`config.mk`:
```
export PLATFORM = sky130hd
export DESIGN_NAME = port_arbiter
export DESIGN_NICKNAME = d
export VERILOG_FILES = /design/src/rtl/port_arbiter.sv
export SDC_FILE = /design/constraint.sdc
export NUM_CORES = 1
export LEC_CHECK = 0
export CORE_AREA = 2 2 39 41
export CTS_CLUSTER_DIAMETER = 100
export DETAILED_ROUTE_END_ITERATION = 12
export DIE_AREA = 0 0 41 43
export PLACE_DENSITY_LB_ADDON = 0.3
export SLEW_MARGIN = 20
export SYNTH_ARGS = -nofsm -noshare
export SYNTH_HDL_FRONTEND = slang
export SYNTH_SLANG_ARGS = --single-unit
```
`constraint.sdc`:
```
create_clock -name clk -period 0.8 [get_ports clk]
set_input_delay 0.12 -clock clk [delete_from_list [all_inputs] [get_ports clk]]
set_output_delay 0.12 -clock clk [all_outputs]
set_load 0.03 [all_outputs]
```
`src/rtl/port_arbiter.sv`:
```
// port_arbiter: registered N-way arbiter.
//   Selection is either fixed priority or round robin. An optional lock holds
//   the current grant until the consumer acknowledges the transfer, or until
//   the granted request drops.
// Ports:
//   clk             clock, rising edge
//   rst             synchronous active-high reset
//   request_i       per-port request
//   acknowledge_i   per-port release, only the granted bit matters
//   grant_o         one-hot grant (registered)
//   grant_valid_o   grant is nonzero (registered)
//   grant_encoded_o index of the granted port (registered)
module port_arbiter #(
  parameter int PORTS                 = 4,
  parameter int ARB_TYPE_ROUND_ROBIN  = 0,
  parameter int ARB_BLOCK             = 0,
  parameter int ARB_BLOCK_ACK         = 1,
  parameter int ARB_LSB_HIGH_PRIORITY = 0,
  localparam int CL = (PORTS > 1) ? $clog2(PORTS) : 1
) (
  input  logic             clk,
  input  logic             rst,
  input  logic [PORTS-1:0] request_i,
  input  logic [PORTS-1:0] acknowledge_i,
  output logic [PORTS-1:0] grant_o,
  output logic             grant_valid_o,
  output logic [CL-1:0]    grant_encoded_o
);

  logic [PORTS-1:0] grant_q, grant_d;
  logic             grant_valid_q, grant_valid_d;
  logic [CL-1:0]    grant_encoded_q, grant_encoded_d;
  logic [PORTS-1:0] mask_q, mask_d;

  logic [PORTS-1:0] masked_req;
  logic             req_any, masked_any;
  logic [CL-1:0]    req_idx, masked_idx, sel_idx;

  assign masked_req = request_i & mask_q;
  assign req_any    = |request_i;
  assign masked_any = |masked_req;

  // Two priority encoders. The scan runs from lowest to highest priority so
  // the last hit, i.e. the highest-priority set bit, wins.
  always_comb begin
    req_idx    = '0;
    masked_idx = '0;
    if (ARB_LSB_HIGH_PRIORITY != 0) begin
      for (int i = PORTS - 1; i >= 0; i--) begin
        if (request_i[i])  req_idx    = CL'(i);
        if (masked_req[i]) masked_idx = CL'(i);
      end
    end else begin
      for (int i = 0; i < PORTS; i++) begin
        if (request_i[i])  req_idx    = CL'(i);
        if (masked_req[i]) masked_idx = CL'(i);
      end
    end
  end

  // Round robin prefers ports below the last winner; an empty masked set
  // wraps back to the plain priority winner.
  assign sel_idx = (ARB_TYPE_ROUND_ROBIN != 0 && masked_any) ? masked_idx : req_idx;

  always_comb begin
    grant_d         = '0;
    grant_valid_d   = 1'b0;
    grant_encoded_d = '0;
    mask_d          = mask_q;
    if (ARB_BLOCK != 0 && ARB_BLOCK_ACK == 0 && (grant_q & request_i) != '0) begin
      grant_d         = grant_q;
      grant_valid_d   = grant_valid_q;
      grant_encoded_d = grant_encoded_q;
    end else if (ARB_BLOCK != 0 && ARB_BLOCK_ACK != 0 && grant_valid_q &&
                 (grant_q & acknowledge_i) == '0) begin
      grant_d         = grant_q;
      grant_valid_d   = grant_valid_q;
      grant_encoded_d = grant_encoded_q;
    end else if (req_any) begin
      grant_d         = PORTS'(1) << sel_idx;
      grant_valid_d   = 1'b1;
      grant_encoded_d = sel_idx;
      if (ARB_TYPE_ROUND_ROBIN != 0) begin
        // Shift amounts are widened so idx+1 cannot wrap at CL bits.
        if (ARB_LSB_HIGH_PRIORITY != 0)
          mask_d = {PORTS{1'b1}} << (int'(sel_idx) + 1);
        else
          mask_d = {PORTS{1'b1}} >> (PORTS - int'(sel_idx));
      end
    end
  end

  always_ff @(posedge clk) begin
    if (rst) begin
      grant_q         <= '0;
      grant_valid_q   <= 1'b0;
      grant_encoded_q <= '0;
      mask_q          <= '0;
    end else begin
      grant_q         <= grant_d;
      grant_valid_q   <= grant_valid_d;
      grant_encoded_q <= grant_encoded_d;
      mask_q          <= mask_d;
    end
  end

  assign grant_o         = grant_q;
  assign grant_valid_o   = grant_valid_q;
  assign grant_encoded_o = grant_encoded_q;

endmodule

```
==> results.md, run 1 <==
* Post-synth EDFFs: 0
* Final setup violation count: 7
* count of pins over their slew limit: 0
* area of the core region: 1380 µm²
* Die Span Y: 43 µm
* proportion of layout cells with a drive suffix above 1: 57.1%
* failing checks: setup timing
* sinks on the clock net: 7
* total power per unit cell area: 2020 nW/µm²
* largest area contributor in the synthesized netlist: sky130_fd_sc_hd__dfxtp_1
* worst hold-check path type: primary input to flop
* number of standard cells after synthesis: 18
* Root Driver: sky130_fd_sc_hd__clkbuf_4
* setup repair after global routing missed its margin: yes
* Critical Path, Cell by Cell: buf_6
* area share of the leading cell type in the synthesized netlist: 65.9%
* list of most frequent post-synthesis cells: sky130_fd_sc_hd__dfxtp_1, sky130_fd_sc_hd__nor2_1, sky130_fd_sc_hd__a21oi_1
* total number of nets in the final design: 46
* clock tree from TritonCTS: yes
* signed area change from the synthesized netlist to the final layout: 92.4%
* number of maximum-capacitance constraint violations: 0
* clock-pin slew on the worst setup and hold paths: 0.05 ns
* gr ovfl total: 0
* IO Count: 17
* post-DR wirelength/cell: 9.49 µm
* per-instance average area after synthesis: 11.8 µm²
* pin count of the biggest net entering global routing: 7
* Chip Width: 41 µm
* ys flop type: sky130_fd_sc_hd__dfxtp_1
* Data arrival, critical path: 0.69 ns
* Inserted Diodes: 0
* total wire length: 484 µm
* Pre-antenna DRT Iters: 1
* drt initial violations: 0
* crit path time final: 0.811 ns
* non-filler cells in the finished layout: 51
* total number of placement rows: 14
* crit-path max cell delay: 0.31 ns
* Post-CTS Setup Inserts: 0
* critical path start-end classification: flop to output pin
* unique cell type count in the Yosys netlist: 9
* highest clock frequency the design can meet: 1230 MHz
* via/cell ratio: 3.71
* Final ANT Viol Nets: 0
* TritonCTS buffer count: 3
* HPWL after detailed placement: 342 µm
* initial core utilization: 15.4%
* count of endpoints failing hold in the final timing report: 0
* slowest stage cell, crit path: sky130_fd_sc_hd__dfxtp_2
* crit end category: output pin
* measured slew at the worst slew-check pin: 0.218 ns
* sequential share of the synthesized area: 65.9%
* critical path capture point: grant_valid_o
* number of cells in the design after placement: 47
* all-layer global routing usage: 7.46%
* Max Fanout on Critical Path: 1
* Crit path buffers/inverters: 1
* global-route wire length before repair: 800 µm
* CTS H-Tree Depth: 1
* # port buffers: 12
* Warnings, synthesis: 0
* number of global-route vias before repair: 212
* static power due to leakage: 0.189 nW
* Synth area leaders: sky130_fd_sc_hd__dfxtp_1, sky130_fd_sc_hd__nor4b_2, sky130_fd_sc_hd__and4bb_1, sky130_fd_sc_hd__nor2_1, sky130_fd_sc_hd__a21oi_1
* final routed DRC violation total: 0
* total of flip-flops plus latches after synthesis: 7
* origin of the worst setup path: grant_valid_o
* CP required: 0.68 ns
* net count of the mapped netlist: 28
* Filler Cell Count: 146
* relative max-transition margin: 85.4%
* logic depth of the worst setup path including buffers: 1
* CP top delay family: flip-flops
* Startpoint Class: flop
* most numerous cell in the Yosys netlist: sky130_fd_sc_hd__dfxtp_1
* CTS Buffer Depth: 2
* antenna violations before repair: 0
* post-route clock period utilization: 101%
* number of hold buffers added after CTS: 0
* worst IR drop on VDD: 1.05 mV
* netlist area before placement: 213 µm²
* Worst Setup Slack, final: -0.0108 ns
* Setup TNS: -0.0629 ns
* async set or reset register ratio after synthesis: 0%
* placement-stage worst setup slack: -0.270 ns
* die footprint: 1760 µm²
* status: finished with violations
* final weighted congestion in routability-driven placement: 0.650
* number of vias after detailed routing: 189
metrics by stage:
stage / instance area, µm² / hold slack, ns / total power [W] / util [%]
6_report: 409 / 0.147 / 0.000826 / 29.6
5_1_grt: 409 / 0.164 / 0.000880 / 29.6
4_1_cts: 404 / 0.492 / 0.000851 / 29.2
3_5_place_dp: 343 / 0.550 / 0.000497 / 24.8
3_3_place_gp: 343 / 0.550 / 0.000494 / 24.8
2_1_floorplan: 213 / 0.187 / 0.000429 / -
layout make-up:
type                    count  area, µm²  share of cell area [%]
clock buffers               4       26.3                    6.42
repair buffers             13        141                    34.6
multi-input cells          10       68.8                    16.8
flip-flops and latches      7        149                    36.4
well taps                  16       20.0                    4.89
inverters                   1       3.75                   0.917
state kept, by name, indices dropped and copies added, names as in the netlist:
signal / flops
grant_o: 4
grant_encoded_o: 2
grant_valid_o: 1
logic make-up after synthesis:
kind of cell / count (synthesis) / synth area share (%)
compound gates: 2 / 4.71
buf+inv: 1 / 1.76
flops: 7 / 65.9
simple gates: 8 / 27.6
layer usage:
layer | part of all wire (%) | vias up | wire (µm) | global-route usage, %
met5 | 0 | - | 0 | 0
met2 | 46 | 13 | 223 | 9.69
met1 | 39 | 83 | 187 | 6.84
met4 | 0 | 0 | 0 | 4.00
met3 | 15 | 0 | 73 | 8.38
li1 | - | 93 | - | -
cells in the final DEF (no fill, tap or decap), drive strengths merged, types with 2 or more instances in the layout:
cell	n
clkdlybuf4s50	3
buf	8
clkbuf	4
nor2	4
dfxtp	7
a21oi	2
dlymetal6s2s	2
repair_timing:
item	CTS	global route
resized for setup	14	2
gates cloned	0	0
pin swaps	0	1
endpoints found under the setup margin	7	9
report_power, final:
group | internal (W) | switching [W]
Combinational | 0.0000651 | 0.0000633
Sequential | 0.000369 | 0.00000707
Clock | 0.000190 | 0.000131
Total | 0.000625 | 0.000202
worst min-delay path by stage:
stage	startpoint	to	slack, ns	cells past startpoint
after global placement	grant_o[0]	grant_o[0]	0.55	1
after detailed placement	grant_valid_o	grant_valid_o	0.55	1
after floorplan	rst	grant_o[3]	0.19	1
final	request_i[2]	grant_o[1]	0.15	2
after global routing	request_i[2]	grant_o[1]	0.16	2
after CTS	request_i[0]	grant_valid_o	0.49	3
(Power assumes the default switching activity.)
==> run 2: changes to the inputs <==
GPL_TIMING_DRIVEN = 0   (was not set)
PLACE_DENSITY = 0.52   (was not set)
PLACE_DENSITY_LB_ADDON = not set   (was 0.3)
clock period = 1 ns   (was 0.8 ns; I/O delays follow)
==> run 2 against run 1 <==
Effect of this change:
- the flow now finishes without violations
- clock power is 21% lower
- die area did not move
- combinational power decreased by 34%
- core utilization decreased by 4.7 points
==> results.md, run 2 (synthesis gave the netlist of run 1 again) <==
* status: finished clean
* clock tree from TritonCTS: yes
* crit end category: output pin
* total wire length: 458 µm
* initial core utilization: 15.4%
* worst hold-check path type: primary input to flop
* total number of placement rows: 14
* slowest stage cell, crit path: sky130_fd_sc_hd__dfxtp_1
* drt initial violations: 4
* static power due to leakage: 0.155 nW
* CTS Buffer Depth: 2
* final weighted congestion in routability-driven placement: 0.574
* post-route clock period utilization: 89.9%
* all-layer global routing usage: 6.33%
* Max Fanout on Critical Path: 1
* signed area change from the synthesized netlist to the final layout: 61.8%
* count of endpoints failing hold in the final timing report: 0
* final routed DRC violation total: 0
* worst IR drop on VDD: 0.259 mV
* proportion of layout cells with a drive suffix above 1: 35.3%
* logic depth of the worst setup path including buffers: 1
* Data arrival, critical path: 0.75 ns
* setup repair after global routing missed its margin: no
* post-DR wirelength/cell: 9.16 µm
* origin of the worst setup path: grant_o[2]
* Inserted Diodes: 0
* Chip Width: 41 µm
* Worst Setup Slack, final: 0.101 ns
* count of pins over their slew limit: 0
* Root Driver: sky130_fd_sc_hd__clkbuf_4
* Die Span Y: 43 µm
* Final ANT Viol Nets: 0
* crit-path max cell delay: 0.30 ns
* CP top delay family: flip-flops
* TritonCTS buffer count: 3
* number of vias after detailed routing: 184
* pin count of the biggest net entering global routing: 8
* number of hold buffers added after CTS: 0
* CTS H-Tree Depth: 1
* relative max-transition margin: 84.2%
* measured slew at the worst slew-check pin: 0.237 ns
* crit path time final: 0.899 ns
* placement-stage worst setup slack: -0.110 ns
* critical path start-end classification: flop to output pin
* final core utilization: 24.9%
* HPWL after detailed placement: 343 µm
* total power per unit cell area: 1840 nW/µm²
* number of cells in the design after placement: 46
* Crit path buffers/inverters: 1
* sinks on the clock net: 7
* total number of nets in the final design: 45
* IO Count: 17
* number of maximum-capacitance constraint violations: 0
* clock-pin slew on the worst setup and hold paths: 0.06 ns
* Pre-antenna DRT Iters: 2
* CP required: 0.85 ns
* number of global-route vias before repair: 167
* critical path capture point: grant_o[2]
* # port buffers: 12
* leading cell types in the layout, fill and taps excluded: sky130_fd_sc_hd__dfxtp_1, sky130_fd_sc_hd__buf_2, sky130_fd_sc_hd__clkdlybuf4s50_1
* Startpoint Class: flop
* non-filler cells in the finished layout: 50
* flip-flop count of the largest register after layout: 4
* highest clock frequency the design can meet: 1110 MHz
* Filler Cell Count: 161
* area of the core region: 1380 µm²
* Critical Path, Cell by Cell: buf_2
* antenna violations before repair: 0
* gr ovfl total: 0
* Post-CTS Setup Inserts: 0
* Final setup violation count: 0
* global-route wire length before repair: 634 µm
* via/cell ratio: 3.68
* die footprint: 1760 µm²
[run 2: changes by cell type in the layout (fill, tap and decap cells not counted), moves of 2 or more]
| cell | change |
|---|---|
| sky130_fd_sc_hd__dfxtp_2 | -7 |
| sky130_fd_sc_hd__dlymetal6s2s_1 | -2 |
| sky130_fd_sc_hd__buf_2 | +7 |
| sky130_fd_sc_hd__buf_6 | -7 |
| sky130_fd_sc_hd__clkdlybuf4s50_1 | +2 |
| sky130_fd_sc_hd__dfxtp_1 | +7 |
[run 2: per-layer routing]
metal  vias up  track usage (%)  share of wire [%]
met5         -                0                  0
met4         0             12.0                1.7
met3         2             1.57                8.1
met2         8             8.75                 55
met1        81             4.50                 35
li1         93                -                  -
[run 2: worst min path at each step]
| stage | from | to | slack (ns) | cells after the start |
|---|---|---|---|---|
| final | request_i[0] | grant_valid_o | 0.54 | 3 |
| after detailed placement | request_i[0] | grant_valid_o | 0.80 | 3 |
| after CTS | request_i[0] | grant_valid_o | 0.54 | 3 |
| after floorplan | rst | grant_o[3] | 0.22 | 1 |
| after global routing | request_i[2] | grant_o[1] | 0.57 | 2 |
| after global placement | request_i[0] | grant_valid_o | 0.80 | 3 |
[run 2: where the power goes]
part | total (W) | switching, W | internal (W)
Clock | 0.000255 | 0.000102 | 0.000152
Sequential | 0.000295 | 0.00000271 | 0.000293
Combinational | 0.0000848 | 0.0000497 | 0.0000351
[run 2: metrics by stage]
| step | cell area [µm²] | power (W) | hold WS, ns | setup TNS, ns |
|---|---|---|---|---|
| 3_5_place_dp | 353 | 0.000400 | 0.800 | -0.826 |
| 6_report | 344 | 0.000635 | 0.541 | 0 |
| 2_1_floorplan | 213 | 0.000343 | 0.217 | 0 |
| 4_1_cts | 362 | 0.000649 | 0.537 | 0 |
| 5_1_grt | 344 | 0.000657 | 0.566 | 0 |
| 3_3_place_gp | 353 | 0.000399 | 0.797 | -0.771 |
[run 2: final cells by class]
type / instances / area (µm²) / area share [%]
Sequential cell: 7 / 140 / 40.7
Inverter: 1 / 3.75 / 1.09
Tap cell: 16 / 20.0 / 5.82
Timing Repair Buffer: 12 / 85.1 / 24.7
Multi-Input combinational cell: 10 / 68.8 / 20.0
Clock buffer: 4 / 26.3 / 7.64
[run 2: timing repair]
item	4_1_cts	5_1_grt
setup endpoints to repair	7	3
pin swaps	0	0
gates cloned	0	0
resized for setup	30	5
hold endpoints to repair	0	0
==> run 3: changes to the inputs <==
CTS_BUF_LIST = sky130_fd_sc_hd__clkbuf_8 sky130_fd_sc_hd__clkbuf_16   (was not set)
==> run 3 against run 2 <==
Effect of this change:
- clock-buffer cell count shrank 1
- maximum frequency decreased by 7.5%
- first-iteration DRC count down 50%
- critical path depth unchanged
- largest cell class unchanged
- core utilization increased by 4.1 points
- power grew 22%
- routed wire length grew 1.1%
- combinational power increased by 9.1%
- sequential power is essentially flat
- non-clock buffer count stayed put
- sequential share of layout area is 5.7 points lower
- die area unchanged
==> results.md, run 3 (synthesis gave the netlist of run 1 again) <==
* relative max-transition margin: 84.2%
* crit end category: output pin
* GR met2 Demand/Resource: 8.75%
* total wire length: 463 µm
* # port buffers: 12
* crit-path max cell delay: 0.30 ns
* Root Driver: sky130_fd_sc_hd__clkbuf_8
* Post-CTS Setup Inserts: 0
* CTS H-Tree Depth: 1
* logic depth of the worst setup path including buffers: 1
* post-DR wirelength/cell: 9.26 µm
* Final ANT Viol Nets: 0
* sinks on the clock net: 7
* pin count of the biggest net entering global routing: 8
* antenna violations before repair: 0
* clock tree from TritonCTS: yes
* total number of nets in the final design: 45
* Crit path buffers/inverters: 1
* Worst Setup Slack, final: 0.0285 ns
* leading cell type in the layout, fill and taps excluded: sky130_fd_sc_hd__dfxtp_1
* gr ovfl total: 0
* number of vias after detailed routing: 191
* setup repair after global routing missed its margin: no
* proportion of layout cells with a drive suffix above 1: 35.3%
* crit path time final: 0.972 ns
* Setup TNS: 0 ns
* final routed DRC violation total: 0
* Inserted Diodes: 0
* Hold Path End: grant_valid_o
* number of hold buffers added after CTS: 0
* signed area change from the synthesized netlist to the final layout: 88.2%
* CTS Buffer Depth: 2
* number of global-route vias before repair: 167
* HPWL after detailed placement: 343 µm
* Chip Width: 41 µm
* worst IR drop on VDD: 0.350 mV
* highest-utilization routing layer at the global route stage: met4
* final weighted congestion in routability-driven placement: 0.574
* measured slew at the worst slew-check pin: 0.237 ns
* worst hold-check path type: primary input to flop
* CP top delay family: flip-flops
* all-layer global routing usage: 6.33%
* IO Count: 17
* Critical Path, Cell by Cell: clkdlybuf4s15_2
* beginning of the worst hold path: request_i[0]
* count of endpoints failing hold in the final timing report: 0
* post-route clock period utilization: 97.2%
* Filler Cell Count: 154
* Startpoint Class: flop
* M3 GR Usage: 1.57%
* initial core utilization: 15.4%
* Die Span Y: 43 µm
* final worst hold slack: 0.563 ns
* slowest stage cell, crit path: sky130_fd_sc_hd__dfxtp_1
* Pre-antenna DRT Iters: 2
* Hold Path Cell Cnt: 3
* Final setup violation count: 0
* flip-flop count of the largest register after layout: 4
* number of maximum-capacitance constraint violations: 0
* die footprint: 1760 µm²
* area of the core region: 1380 µm²
* leading cell types in the layout, fill and taps excluded: sky130_fd_sc_hd__dfxtp_1, sky130_fd_sc_hd__clkdlybuf4s15_2, sky130_fd_sc_hd__clkdlybuf4s50_1
* TritonCTS buffer count: 3
* Max Fanout on Critical Path: 1
* status: finished clean
* total power per unit cell area: 1930 nW/µm²
* global-route track usage on met1: 4.50%
* FF/Latch Area: 140 µm²
* total number of placement rows: 14
* highest clock frequency the design can meet: 1030 MHz
* area taken by multi-input logic gates: 68.8 µm²
* count of pins over their slew limit: 0
* via/cell ratio: 3.82
* Data arrival, critical path: 0.82 ns
* placement-stage worst setup slack: -0.110 ns
* final core utilization: 28.9%
* drt initial violations: 2
* clock-pin slew on the worst setup and hold paths: 0.04 ns
* CP required: 0.85 ns
* static power due to leakage: 0.164 nW
* critical path start-end classification: flop to output pin
* global-route wire length before repair: 634 µm
==> run 3: cell count changes in the layout (fill, tap and decap cells not counted) <==
cell / previous run / this run
sky130_fd_sc_hd__clkbuf_4: 3 / 0
sky130_fd_sc_hd__clkbuf_8: 0 / 3
sky130_fd_sc_hd__inv_1: 1 / 2
sky130_fd_sc_hd__buf_2: 7 / 1
sky130_fd_sc_hd__clkbuf_1: 1 / 0
sky130_fd_sc_hd__clkdlybuf4s15_2: 0 / 6
==> run 3: how the worst max path moves through the flow <==
stage / from / endpoint / slack, ns
finish: grant_encoded_o[0] / grant_encoded_o[0] / 0.03
global route: grant_encoded_o[0] / grant_encoded_o[0] / 0.003
CTS: grant_o[2] / grant_o[2] / 0.02
detailed placement: grant_o[2] / grant_o[2] / -0.11
global placement: grant_encoded_o[0] / grant_encoded_o[0] / -0.11
floorplan: grant_encoded_o[0] / grant_encoded_o[0] / 0.39
==> run 3: power by group <==
part           switching (W)  internal (W)  total (W)
sequential        0.00000312      0.000294   0.000297
clock               0.000118      0.000265   0.000383
combinational      0.0000498     0.0000428  0.0000925
==> run 3: tightest hold or removal path, stage by stage <==
cell and delay (ns):
sky130_fd_sc_hd__clkdlybuf4s50_1 0.41, sky130_fd_sc_hd__nor2_1 0.10, sky130_fd_sc_hd__a21oi_1 0.07
==> run 3: metrics by stage <==
step	total power, W	cells	instance area [µm²]
floorplan	0.000343	18	213
global placement	0.000399	46	353
detailed placement	0.000400	46	353
CTS	0.000783	50	407
global route	0.000796	50	400
finish	0.000773	50	400
==> run 3: layout make-up <==
cell class	instances	area share, %
sequential	7	35.0
clock inverter	1	0.938
clock buffer	3	10.3
multi-input combinational	10	17.2
inverter	1	0.938
tap	16	5.00
timing repair buffer	12	30.6
==> run 3: metal layers <==
| layer | wire, µm | part of all wire [%] | vias to the layer above |
|---|---|---|---|
| met5 | 0 | 0 | - |
| li1 | - | - | 91 |
| met4 | 8 | 1.7 | 0 |
| met3 | 40 | 8.6 | 2 |
| met1 | 160 | 35 | 90 |
| met2 | 254 | 55 | 8 |
==> run 3: what timing repair did <==
item                       CTS  global route
setup endpoints to repair    7             1
gates cloned                 0             0
resized for setup           21             2
